<file path="src/rtl/mem_pkg.sv">
// Shared types for the memory arbiter: requester ids and the read-tag record
// that travels alongside each read through the memory's read latency.
package mem_pkg;

   typedef enum logic {
      PORT_IF = 1'b0,
      PORT_D  = 1'b1
   } port_e;

   typedef struct packed {
      logic  valid;
      port_e port;
      logic  wide;
      logic  sext;
   } tag_t;

   localparam int TAG_W = $bits(tag_t);

   localparam tag_t TAG_IDLE = '{valid: 1'b0, port: PORT_IF, wide: 1'b0, sext: 1'b0};

endpackage

</file>
<file path="src/rtl/mem_arbiter_if.sv">
// Bus bundle between the two requesters, the arbiter and the dual-byte-bank memory.
// The slave modport is the arbiter's view; master is the requester/memory side.
interface mem_arbiter_if;

   logic        if_req;
   logic [15:0] if_addr;
   logic        if_ack;
   logic        if_rvalid;
   logic [15:0] if_rdata;

   logic        d_req;
   logic        d_wr;
   logic        d_wide;
   logic        d_sext;
   logic [15:0] d_addr;
   logic [15:0] d_wdata;
   logic        d_ack;
   logic        d_rvalid;
   logic [15:0] d_rdata;

   logic        mem_en;
   logic        mem_wr;
   logic        mem_wide;
   logic [15:0] mem_addr;
   logic [15:0] mem_din;
   logic [15:0] mem_dout;

   modport slave (
      input  if_req, if_addr,
      output if_ack, if_rvalid, if_rdata,
      input  d_req, d_wr, d_wide, d_sext, d_addr, d_wdata,
      output d_ack, d_rvalid, d_rdata,
      output mem_en, mem_wr, mem_wide, mem_addr, mem_din,
      input  mem_dout
   );

   modport master (
      output if_req, if_addr,
      input  if_ack, if_rvalid, if_rdata,
      output d_req, d_wr, d_wide, d_sext, d_addr, d_wdata,
      input  d_ack, d_rvalid, d_rdata,
      input  mem_en, mem_wr, mem_wide, mem_addr, mem_din,
      output mem_dout
   );

endinterface

</file>
<file path="src/rtl/mem_rd_tag_pipe.sv">
// Fixed-depth shift register of read tags; the last stage lines up with the
// cycle in which the memory presents the corresponding read data.
module mem_rd_tag_pipe
   import mem_pkg::*;
#(
   parameter int DEPTH = 1
)
(
   input  logic clk,
   input  logic rst_n,
   input  tag_t tag_i,
   output tag_t tag_o
);

   logic [DEPTH-1:0][TAG_W-1:0] stage_q;

   always_ff @(posedge clk or negedge rst_n) begin
      if (!rst_n) begin
         stage_q <= '0;
      end else begin
         stage_q[0] <= tag_i;
         for (int i = 1; i < DEPTH; i++) begin
            stage_q[i] <= stage_q[i-1];
         end
      end
   end

   assign tag_o = tag_t'(stage_q[DEPTH-1]);

endmodule

</file>
<file path="src/rtl/mem_arbiter.sv">
// Two-port (fetch / data) front end for the 16-bit dual-byte-bank memory:
// round-robin-on-contention grant, combinational issue, tagged read return.
module mem_arbiter
   import mem_pkg::*;
#(
   parameter int RD_LATENCY = 1
)
(
   input  logic          clk,
   input  logic          rst_n,
   mem_arbiter_if.slave  bus
);

   port_e       prio_q;
   port_e       prio_d;
   logic        grantIf;
   logic        grantD;
   logic        readIssue;
   tag_t        tagIn;
   tag_t        tagLast;
   logic        ifRvalid;
   logic        dRvalid;
   logic [15:0] byteExt;
   logic [15:0] ifRdata_q;
   logic [15:0] ifRdata_d;
   logic [15:0] dRdata_q;
   logic [15:0] dRdata_d;

   // Grants are masked during reset so every output reads 0 while rst_n is low.
   always_comb begin
      grantIf = 1'b0;
      grantD  = 1'b0;
      prio_d  = prio_q;
      if (rst_n) begin
         if (bus.if_req && bus.d_req) begin
            grantIf = (prio_q == PORT_IF);
            grantD  = (prio_q == PORT_D);
            prio_d  = (prio_q == PORT_IF) ? PORT_D : PORT_IF;
         end else begin
            grantIf = bus.if_req;
            grantD  = bus.d_req;
         end
      end
   end

   always_ff @(posedge clk or negedge rst_n) begin
      if (!rst_n) begin
         prio_q <= PORT_D;
      end else begin
         prio_q <= prio_d;
      end
   end

   assign bus.if_ack   = grantIf;
   assign bus.d_ack    = grantD;
   assign bus.mem_en   = grantIf | grantD;
   assign bus.mem_wr   = grantD & bus.d_wr;
   assign bus.mem_wide = grantIf | (grantD & bus.d_wide);
   assign bus.mem_addr = grantIf ? bus.if_addr : (grantD ? bus.d_addr : 16'h0000);
   assign bus.mem_din  = grantD ? bus.d_wdata : 16'h0000;

   assign readIssue = grantIf | (grantD & ~bus.d_wr);

   always_comb begin
      tagIn = TAG_IDLE;
      if (readIssue) begin
         tagIn.valid = 1'b1;
         tagIn.port  = grantIf ? PORT_IF : PORT_D;
         tagIn.wide  = grantIf | bus.d_wide;
         tagIn.sext  = grantD & bus.d_sext;
      end
   end

   mem_rd_tag_pipe #(
      .DEPTH (RD_LATENCY)
   ) u_tag_pipe (
      .clk   (clk),
      .rst_n (rst_n),
      .tag_i (tagIn),
      .tag_o (tagLast)
   );

   // The memory always places the addressed byte in the upper lane.
   assign byteExt = {{8{tagLast.sext & bus.mem_dout[15]}}, bus.mem_dout[15:8]};

   always_comb begin
      ifRvalid  = tagLast.valid && (tagLast.port == PORT_IF);
      dRvalid   = tagLast.valid && (tagLast.port == PORT_D);
      ifRdata_d = ifRdata_q;
      dRdata_d  = dRdata_q;
      if (ifRvalid) begin
         ifRdata_d = bus.mem_dout;
      end
      if (dRvalid) begin
         dRdata_d = tagLast.wide ? bus.mem_dout : byteExt;
      end
   end

   always_ff @(posedge clk or negedge rst_n) begin
      if (!rst_n) begin
         ifRdata_q <= 16'h0000;
         dRdata_q  <= 16'h0000;
      end else begin
         ifRdata_q <= ifRdata_d;
         dRdata_q  <= dRdata_d;
      end
   end

   assign bus.if_rvalid = ifRvalid;
   assign bus.if_rdata  = ifRdata_d;
   assign bus.d_rvalid  = dRvalid;
   assign bus.d_rdata   = dRdata_d;

endmodule

</file>
<file path="src/flat_wrapper.sv">
// flat-port wrapper written by rule: the top's interface ports become plain ports
module mem_arbiter_flat import mem_pkg::*;
#(
   parameter int RD_LATENCY = 1
)
  (clk, rst_n, bus_if_req, bus_if_addr, bus_if_ack, bus_if_rvalid, bus_if_rdata, bus_d_req, bus_d_wr, bus_d_wide, bus_d_sext, bus_d_addr, bus_d_wdata, bus_d_ack, bus_d_rvalid, bus_d_rdata, bus_mem_en, bus_mem_wr, bus_mem_wide, bus_mem_addr, bus_mem_din, bus_mem_dout);
  mem_arbiter_if bus_i ();
  input  logic clk;
  input  logic rst_n;
  input wire logic [$bits(bus_i.if_req)-1:0] bus_if_req;
  input wire logic [$bits(bus_i.if_addr)-1:0] bus_if_addr;
  output wire logic [$bits(bus_i.if_ack)-1:0] bus_if_ack;
  output wire logic [$bits(bus_i.if_rvalid)-1:0] bus_if_rvalid;
  output wire logic [$bits(bus_i.if_rdata)-1:0] bus_if_rdata;
  input wire logic [$bits(bus_i.d_req)-1:0] bus_d_req;
  input wire logic [$bits(bus_i.d_wr)-1:0] bus_d_wr;
  input wire logic [$bits(bus_i.d_wide)-1:0] bus_d_wide;
  input wire logic [$bits(bus_i.d_sext)-1:0] bus_d_sext;
  input wire logic [$bits(bus_i.d_addr)-1:0] bus_d_addr;
  input wire logic [$bits(bus_i.d_wdata)-1:0] bus_d_wdata;
  output wire logic [$bits(bus_i.d_ack)-1:0] bus_d_ack;
  output wire logic [$bits(bus_i.d_rvalid)-1:0] bus_d_rvalid;
  output wire logic [$bits(bus_i.d_rdata)-1:0] bus_d_rdata;
  output wire logic [$bits(bus_i.mem_en)-1:0] bus_mem_en;
  output wire logic [$bits(bus_i.mem_wr)-1:0] bus_mem_wr;
  output wire logic [$bits(bus_i.mem_wide)-1:0] bus_mem_wide;
  output wire logic [$bits(bus_i.mem_addr)-1:0] bus_mem_addr;
  output wire logic [$bits(bus_i.mem_din)-1:0] bus_mem_din;
  input wire logic [$bits(bus_i.mem_dout)-1:0] bus_mem_dout;
  assign bus_i.if_req = bus_if_req;
  assign bus_i.if_addr = bus_if_addr;
  assign bus_if_ack = bus_i.if_ack;
  assign bus_if_rvalid = bus_i.if_rvalid;
  assign bus_if_rdata = bus_i.if_rdata;
  assign bus_i.d_req = bus_d_req;
  assign bus_i.d_wr = bus_d_wr;
  assign bus_i.d_wide = bus_d_wide;
  assign bus_i.d_sext = bus_d_sext;
  assign bus_i.d_addr = bus_d_addr;
  assign bus_i.d_wdata = bus_d_wdata;
  assign bus_d_ack = bus_i.d_ack;
  assign bus_d_rvalid = bus_i.d_rvalid;
  assign bus_d_rdata = bus_i.d_rdata;
  assign bus_mem_en = bus_i.mem_en;
  assign bus_mem_wr = bus_i.mem_wr;
  assign bus_mem_wide = bus_i.mem_wide;
  assign bus_mem_addr = bus_i.mem_addr;
  assign bus_mem_din = bus_i.mem_din;
  assign bus_i.mem_dout = bus_mem_dout;
  mem_arbiter #(.RD_LATENCY(RD_LATENCY)) u_core (.clk(clk), .rst_n(rst_n), .bus(bus_i));
endmodule
</file>
<file path="config.mk">
export PLATFORM = sky130hd
export DESIGN_NAME = mem_arbiter_flat
export DESIGN_NICKNAME = d
export VERILOG_FILES = /design/src/rtl/mem_pkg.sv /design/src/rtl/mem_arbiter_if.sv /design/src/rtl/mem_rd_tag_pipe.sv /design/src/rtl/mem_arbiter.sv /design/src/flat_wrapper.sv
export SDC_FILE = /design/constraint.sdc
export NUM_CORES = 1
export LEC_CHECK = 0
export ABC_AREA = 0
export CAP_MARGIN = 25
export CORE_AREA = 2 2 58 60
export DETAILED_ROUTE_END_ITERATION = 10
export DIE_AREA = 0 0 60 62
export DONT_BUFFER_PORTS = 1
export HOLD_SLACK_MARGIN = 0.1
export PLACE_DENSITY = 0.81
export SYNTH_ARGS = -nofsm -noshare
export SYNTH_HDL_FRONTEND = slang
export SYNTH_SLANG_ARGS = --single-unit
</file>
<file path="constraint.sdc">
create_clock -name clk -period 1.5 [get_ports clk]
set_input_delay 0.15 -clock clk [delete_from_list [all_inputs] [get_ports clk]]
set_output_delay 0.15 -clock clk [all_outputs]
set_load 0.01 [all_outputs]
</file>
==> results of run 1 <==
[timing repair]
item                                   CTS
hold buffers                            21
setup buffers                            6
pin swaps                                7
setup endpoints to repair               65
gates cloned                             3
resized for setup                       49
endpoints found under the hold margin   68
[cells by family after synthesis]
kind of cell              after synthesis  share of synthesized area (%)
DFF                                    37                           51.4
xor gates and xnor gates                1                          0.485
AOI/OAI and AO/OA                      41                           16.6
and+or+nand+nor                        46                           12.3
buffers and inverters                  18                           5.41
muxes                                  23                           13.9
[metrics by stage]
stage / hold WS, ps / TNS, ps
CTS: -524 / -5160
floorplan: -146 / 0
detailed placement: -145 / 0
global placement: -145 / 0
==> flow_summary.yaml, run 1 <==
outcome:
  firstError: "[ERROR DPL-0033] detailed placement checks failed during check placement."
  outcome: "aborted with a tool error"
  haltStage: "global routing (5_1_grt)"
placed_design:
  place_ws_ps: 88.0
  post-dp-hpwl_mm: 3.27
  io_buffer_count: 0
  dp_cells: 213
  gp_congestion: 0.724
  placed_area_um2: 1910
logic_synthesis:
  synth_area_leader_cell: "dfrtp_1"
  ys_seq_area_share_pct: 51.4
  ys_types: 28
  synth_area_leaders: "dfrtp_1, a22o_1, and2_1"
  async_reset_ff_share_pct: 100
  netlist_instances: 166
  synthTopCellsByCount: "dfrtp_1, and2_1, nor2_1"
  yosys_warnings: 0
  synth-edff-count: 0
  syn-num-nets: 237
  synth.avg_cell_area_um2: 10.9
  synth_area_um2: 1810
  synth_top_cell_area_share_pct: 49.9
  yosys.cell_count.top_type: "dfrtp_1"
  synthFlopType: "dfrtp_1"
  synth-seq-cells: 37
clock_network:
  root_buffer: "clkbuf_4"
  cts_buffer_depth: 2
  cts_sinks: 37
  htreeDepth: 2
  numCtsBuffers: 5
timing:
  worst-ep-kind: "output port"
  grt_worst_setup_endpoint: "bus_mem_addr[12]"
floorplan:
  die_w_um: 60
  io_pins: 142
  die_h_um: 62
  initial_utilization_pct: 56.8
  rows: 21
global_route:
  grt_max_degree: 42
  antenna_found_initial: 0
==> inputs of run 2 (changes only) <==
--- a/config.mk
+++ b/config.mk
@@ -7,12 +7,11 @@
 export LEC_CHECK = 0
 export ABC_AREA = 0
 export CAP_MARGIN = 25
-export CORE_AREA = 2 2 58 60
+export CORE_AREA = 2 2 71 73
 export DETAILED_ROUTE_END_ITERATION = 10
-export DIE_AREA = 0 0 60 62
+export DIE_AREA = 0 0 73 75
 export DONT_BUFFER_PORTS = 1
-export HOLD_SLACK_MARGIN = 0.1
-export PLACE_DENSITY = 0.81
+export PLACE_DENSITY_LB_ADDON = 0.15
 export SYNTH_ARGS = -nofsm -noshare
 export SYNTH_HDL_FRONTEND = slang
 export SYNTH_SLANG_ARGS = --single-unit
==> flow_summary.yaml, run 2 <==
timing:
  relSlewSlack_pct: 82.4
  timing.final.crit_share_pct: 107
  setup_tns_ps: -2640
  timing.fmax_mhz: 621
  worst_pin_slew_ps: 262
  period_minus_slack_ps: 1610
  grt_setup_unrepaired: "yes"
  finalSetupViolCount: 39
  drv_slew: 0
  fin_ws_ps: -110
  finalHoldViolations: 0
  fin_skew_ps: 1.72
worst_setup_path:
  reg2reg_slack_ps: 160
  start_kind: "register"
  path_delay_family: "flip-flops"
  cp_slowest_cell: "dfrtp_1"
  cp-end-kind: "primary output"
  path_class: "reg -> out"
  critical_path.max_stage_delay_ps: 430
  r2r-start: "u_core.prio_q"
  path_cells: "nor2b_2 > nand2_4 > a31oi_4 > buf_6"
  cp.arrival_ps: 1460
  worstRegToRegCells: 5
  critPathBufInv: 1
  r2r-end: "u_core.u_tag_pipe.tag_o[1]"
  path_max_fanout: 7
  crit_required_ps: 1350
detailed_routing:
  viasPerCell: 5.72
  firstDrtPassIters: 4
  drt-initial-drc-count: 63
  routedWlPerCell_um: 22.4
  routed_wl_mm: 5.49
  drc_errors: 0
  vias: 1402
  ant_nets: 0
run:
  max_cap_violations: 0
outcome:
  violations: "setup timing"
  outcome: "complete, but fails checks"
global_route:
  grt_max_degree: 39
  grt_pass1_wl_mm: 7.15
  gr-usage-all-layers_pct: 17.4
  gr-total-overflow: 0
  antenna_found_initial: 0
  grt_pass1_vias: 1385
placed_design:
  io_buffer_count: 0
  post-dp-hpwl_mm: 3.53
  place_ws_ps: 99.5
  gp_congestion: 0.705
clock_network:
  numCtsBuffers: 5
  htreeDepth: 2
  cts_sinks: 37
  clk_pin_slew_ps: 70
  root_buffer: "clkbuf_8"
  cts_buffer_depth: 2
  clock_latency_ps: 280
  cts_tree: "yes"
logic_synthesis:
  synth_area_um2: 1810
  yosys.cell_count.top_type: "dfrtp_1"
  synth_top_cell_area_share_pct: 49.9
  synth_area_leaders: "dfrtp_1, a22o_1, and2_1"
  synth_area_leader_cell: "dfrtp_1"
  synth.avg_cell_area_um2: 10.9
  yosys_warnings: 0
  synth-seq-cells: 37
  netlist_instances: 166
  synthTopCellsByCount: "dfrtp_1, and2_1, nor2_1"
  synth-edff-count: 0
  synthFlopType: "dfrtp_1"
  async_reset_ff_share_pct: 100
  ys_types: 28
  ys_seq_area_share_pct: 51.4
  syn-num-nets: 237
worst_hold_path:
  hold_end: "u_core.prio_q"
  min_path_type: "in -> reg"
  min_path_cells: 2
  min_from: "bus_if_req"
layout:
  syn_to_final_growth_pct: 50.2
  final_cell_mix: "dfrtp_1, and2_4, a22o_4, mux2_4, nor2_1"
  diodes: 0
  finalNetCount: 261
  drive_above_1_share_pct: 57.6
  layout_commonest_cell: "dfrtp_1"
floorplan:
  io_pins: 142
  die_w_um: 73
  die_h_um: 75
  initial_utilization_pct: 38.7
  coreArea_um2: 4660
  rows: 25
  dieArea_um2: 5480
power:
  p_leak_uw: 0.00122
  total_power_uw: 4140
  ir_drop_mv: 0.538
  power_per_cell_area_nw_per_um2: 1530
-- run 2: stage by stage --
step,instance area [um^2],util (%),instances,hold WS (ps)
finish,2710,58.2,245,13.8
detailed placement,1930,41.4,222,-145
global route,2710,58.2,245,1.84
CTS,2330,50.0,237,4.16
global placement,1930,41.4,222,-145
floorplan,1810,-,166,-146
-- run 2: logic make-up (layout without fill, tap and decap cells) --
logic type | Yosys count | in the layout | synth area share, %
multiplexers | 23 | 23 | 13.9
buffers and inverters | 18 | 43 | 5.41
AO/OA/AOI/OAI | 41 | 41 | 16.6
flip-flops | 37 | 37 | 51.4
XOR/XNOR | 1 | 1 | 0.485
AND/OR/NAND/NOR | 46 | 46 | 12.3
-- run 2: final cells by class --
class	count	area, um^2
Timing Repair Buffer	30	403
Tap cell	54	67.6
Sequential cell	37	927
Multi-Input combinational cell	111	1210
Inverter	5	21.3
Fill cell	384	1950
Clock buffer	8	80.1
-- run 2: layer usage --
layer	GRT usage (%)	vias to the layer above	routed length, um
li1	-	623	-
met1	19.5	697	1940
met2	31.1	80	3070
met3	5.89	2	452
met4	5.56	0	30
met5	0	-	0
-- run 2: timing repair --
action / 4_1_cts / 5_1_grt
endpoints found under the hold margin: 40 / 1
pin swaps: 5 / 20
endpoints found under the setup margin: 54 / 62
resized for setup: 58 / 60
gates cloned: 1 / 3
buffers inserted: 2 / 4
hold buffers: 4 / 1
-- run 2: report_power, final --
part / total (uW) / switching [uW] / internal (uW)
Clock: 646 / 316 / 330
Combinational: 1940 / 949 / 994
Sequential: 1550 / 157 / 1390
-- run 2: worst max-delay path by stage --
stage | from | to | slack (ps) | cells past startpoint
5_1_grt | u_core.u_tag_pipe.tag_o[1] | bus_d_rdata[13] | -160 | 4
3_5_place_dp | u_core.u_tag_pipe.tag_o[1] | bus_d_rdata[9] | 100 | 4
4_1_cts | u_core.prio_q | bus_mem_addr[13] | -90 | 4
3_3_place_gp | u_core.u_tag_pipe.tag_o[1] | bus_d_rdata[10] | 190 | 4
6_report | u_core.u_tag_pipe.tag_o[1] | bus_d_rdata[13] | -110 | 4
2_1_floorplan | u_core.u_tag_pipe.tag_o[2] | bus_if_rdata[10] | 190 | 4
Power figures use the tool's default switching activity.
